`config.mk`:
```
export PLATFORM = sky130hd
export DESIGN_NAME = pipe_skid_reg
export DESIGN_NICKNAME = d
export VERILOG_FILES = /design/src/rtl/pipe_skid_reg.sv
export SDC_FILE = /design/constraint.sdc
export NUM_CORES = 1
export LEC_CHECK = 0
export ABC_AREA = 1
export CAP_MARGIN = 25
export CORE_UTILIZATION = 45
export CTS_BUF_LIST = sky130_fd_sc_hd__clkbuf_8
export DETAILED_ROUTE_END_ITERATION = 8
export PLACE_DENSITY = 0.78
export SYNTH_ARGS = -nofsm -noshare
export SYNTH_HDL_FRONTEND = slang
export SYNTH_SLANG_ARGS = --single-unit
```
`constraint.sdc`:
```
create_clock -name clk_i -period 9.6 [get_ports clk_i]
set_input_delay 1.44 -clock clk_i [delete_from_list [all_inputs] [get_ports clk_i]]
set_output_delay 1.44 -clock clk_i [all_outputs]
set_load 0.005 [all_outputs]
```
`src/rtl/pipe_skid_reg.sv`:
```
// pipe_skid_reg: two-entry skid stage with registered ready; PIPE_SKID_REG_PERF_EN adds bubble/stall counters
module pipe_skid_reg #(
  parameter int DATA_W = 32,
  parameter int PC_W = 32,
  parameter logic [DATA_W-1:0] NOP_VAL = '0
) (
  input  logic              clk_i,
  input  logic              rst_i,
  input  logic              in_valid_i,
  output logic              in_ready_o,
  input  logic [PC_W-1:0]   in_pc_i,
  input  logic [DATA_W-1:0] in_inst_i,
  input  logic              flush_i,
  output logic              out_valid_o,
  input  logic              out_ready_i,
  output logic [PC_W-1:0]   out_pc_o,
  output logic [DATA_W-1:0] out_inst_o,
  output logic [1:0]        occ_o
`ifdef PIPE_SKID_REG_PERF_EN
  ,
  output logic [15:0]       bubble_cnt_o,
  output logic [15:0]       stall_cnt_o
`endif
);
  logic main_v, skid_v;
  logic [PC_W-1:0] main_pc, skid_pc;
  logic [DATA_W-1:0] main_inst, skid_inst;
  logic in_fire, out_fire, load_main, load_skid;
  assign in_ready_o = ~skid_v;
  assign out_valid_o = main_v;
  assign out_pc_o = main_v ? main_pc : '0;
  assign out_inst_o = main_v ? main_inst : NOP_VAL;
  assign occ_o = {main_v & skid_v, main_v ^ skid_v};
  always_comb begin
    in_fire = in_valid_i & in_ready_o;
    out_fire = main_v & out_ready_i;
    load_main = out_fire | ~main_v;
    load_skid = in_fire & main_v & ~out_fire;
  end
  // main refills from skid when one is parked, otherwise straight from the input
  always_ff @(posedge clk_i or posedge rst_i) begin
    if (rst_i) begin
      main_v <= 1'b0;
      skid_v <= 1'b0;
      main_pc <= '0;
      main_inst <= NOP_VAL;
      skid_pc <= '0;
      skid_inst <= NOP_VAL;
    end else if (flush_i) begin
      main_v <= 1'b0;
      skid_v <= 1'b0;
    end else begin
      if (load_main) begin
        main_v <= skid_v | in_fire;
        main_pc <= skid_v ? skid_pc : in_pc_i;
        main_inst <= skid_v ? skid_inst : in_inst_i;
      end
      if (load_skid) begin
        skid_pc <= in_pc_i;
        skid_inst <= in_inst_i;
      end
      skid_v <= skid_v ? ~out_fire : load_skid;
    end
  end
`ifdef PIPE_SKID_REG_PERF_EN
  always_ff @(posedge clk_i or posedge rst_i) begin
    if (rst_i) begin
      bubble_cnt_o <= '0;
      stall_cnt_o <= '0;
    end else begin
      if (out_ready_i & ~main_v & ~&bubble_cnt_o) bubble_cnt_o <= bubble_cnt_o + 16'd1;
      if (in_valid_i & ~in_ready_o & ~&stall_cnt_o) stall_cnt_o <= stall_cnt_o + 16'd1;
    end
  end
`endif
endmodule

```
==> impl_metrics.tcl <==
set metrics [dict create \
    status "completed" \
    rows 43 \
    hold_viol 0 \
    clk_pin_slew_ns 0.07 \
    fin_crit_sh_pct 39.0 \
    synth_top_area_share_pct 50.3 \
    areaGrowthSynthToFinish_pct 28.7 \
    yosysSeqAreaShare_pct 50.3 \
    setup_violations 0 \
    grt_max_degree 69 \
    cp.required_ns 8.16 \
    crit_type "reg2out" \
    dp_slack_ns 5.81 \
    synth.most_common_cell "nand2_1" \
    io_pins 137 \
    min_period_ns 3.74 \
    hp-start "skid_pc[19]" \
    syn_area_per_cell_sq_um 7.08 \
    async_flop_share_pct 100 \
    cts.sinks 130 \
    n_antenna_cell 0 \
    antenna_found_initial 0 \
    hpwl_um 9800 \
    drtIter0Drc 510 \
    drive_above_1_share_pct 5.24 \
    cts_buffer_depth 2 \
    maxSlewHeadroom_pct 49.6 \
    grt_pass1_vias 5412 \
    ctsResizeCount 0 \
    portBuffers 136 \
    wl_met2_um 7370 \
    start_util_pct 46.4 \
    globalplace.congestion 0.753 \
    reg2reg_from "skid_v" \
    post_cts_buffers 0 \
    ctsHoldBuffers 0 \
    syn_area_sq_mm 0.00646 \
    first_pass_iters 5 \
    critPathLaunch "skid_v" \
    cts_inserted_buffers 17 \
    grt_usage_pct 22.9 \
    yosysWarnings 0 \
    worstHoldPathType "reg2reg" \
    crit_fanout 68 \
    finalMaxSlewViolations 0 \
    maxCapViolCount 0 \
    die_h_um 122 \
    fin_tns_setup_ns 0 \
    grt_pass1_wl_um 26600 \
    synth_edf_count 0 \
    r2r_setup_slack_ns 6.90 \
    dieWidth_um 122 \
    p_per_area_mw_per_mm2 176 \
    vias_per_cell 4.87 \
    fmax_ghz 0.267 \
    power_leakage_nw 4.74 \
    crit_end "occ_o[0]" \
    h-tree-depth 4 \
    core-area_sq_mm 0.0139 \
    rsz0062_at_grt "no" \
    netlist_instances 913 \
    wl_per_cell_um 13.2 \
    r2r-end "skid_inst[14]" \
    vias 5891 \
    cp-end-kind "output port" \
    dieArea_sq_mm 0.0148 \
    synthTopCellsByArea "dfrtp_1, nand2_1, nand4_1" \
    top_layer "met4" \
    reg2reg_depth 7 \
    met1_length_um 7480 \
    ys_ff_latch 130 \
    synth_top_area_cell "dfrtp_1" \
    overflow 0 \
    worst_pin_slew_ns 0.757 \
    fin_total_pwr_w 0.00146 \
    synth_nets 983 \
    wirelength_um 16000 \
    vdd_drop_max_mv 0.0775 \
    dr_wl_met3_um 842 \
    synthFlopType "dfrtp_1" \
    synth_common_cells "nand2_1, dfrtp_1, inv_1" \
    fin_ws_ns 5.86 \
    clock-skew-final_ns 0.0113 \
    nets 1087 \
    synth_cell_types 15 \
    tritoncts "yes" \
    min_path_cells 2 \
    antenna_left 0 \
    critical_path_arrival_ns 2.30 \
    clk_latency_ns 0.44 \
    root_buffer "clkbuf_8" \
    drc_errors 0 \
    critPathLaunchType "register" \
]
logic make-up (layout without fill, tap and decap cells):
| logic type | Yosys count | after routing | share of synthesized area, % |
|---|---|---|---|
| adder cells (fa/ha/maj) | 1 | 1 | 0.194 |
| flip-flops | 130 | 130 | 50.3 |
| AO/OA/AOI/OAI | 1 | 1 | 0.0774 |
| AND/OR/NAND/NOR | 649 | 649 | 40.2 |
| buffers and inverters | 132 | 249 | 9.16 |
report_power, final:
group          internal [W]  leakage [nW]  switching (W)
Combinational      0.000117          2.92       0.000138
Clock              0.000288         0.199       0.000218
Sequential         0.000646          1.62      0.0000574
Total               0.00105          4.74       0.000414
sequential cells by signal (all words and copies together), names as in the netlist:
register,cells
main_inst,32
main_pc,32
skid_inst,32
skid_pc,32
out_valid_o,1
skid_v,1
routing by layer:
metal  global-route usage [%]  vias up
met5                        0        -
li1                         -     2968
met2                     35.2      166
met3                     4.68       19
met4                     8.10        0
met1                     32.1     2738
final cells by class:
type	instances	area, sq um
tap	180	225
clock inverter	14	188
fill	1248	5620
sequential	130	3260
clock buffer	18	248
multi-input combinational	651	2640
timing repair buffer	147	1500
inverter	70	265
critical path: stages, from the launching register on:
cell,delay [ns]
dfrtp_2,0.37
buf_4,0.58
ha_1,0.37
clkdlybuf4s50_1,0.50
metrics by stage:
stage	area [sq um]	utilization, %	hold WS [ns]	cells
2_1_floorplan	6460	-	0.442	913
3_3_place_gp	7790	55.9	0.454	1174
3_5_place_dp	7860	56.4	0.458	1177
4_1_cts	8300	59.5	0.476	1209
5_1_grt	8320	59.7	0.493	1210
6_report	8320	59.7	0.474	1210
cells in the final DEF, fill, tap and decap left out, types with 2 or more instances in the layout:
master             n
nand2_1          579
clkdlybuf4s50_1  135
dfrtp_1          128
inv_1             66
nand4_1           64
clkbuf_8          18
clkinvlp_4         7
buf_4              7
bufinv_16          4
inv_2              3
clkinv_2           3
buf_12             3
nor2_4             2
dfrtp_2            2
worst min path at each step:
stage	slack, ns	end
floorplan	0.44	skid_inst[28]
global placement	0.45	skid_inst[0]
detailed placement	0.46	skid_pc[21]
CTS	0.48	skid_inst[31]
global route	0.49	skid_pc[1]
finish	0.47	skid_pc[19]
(Power assumes the default switching activity.)
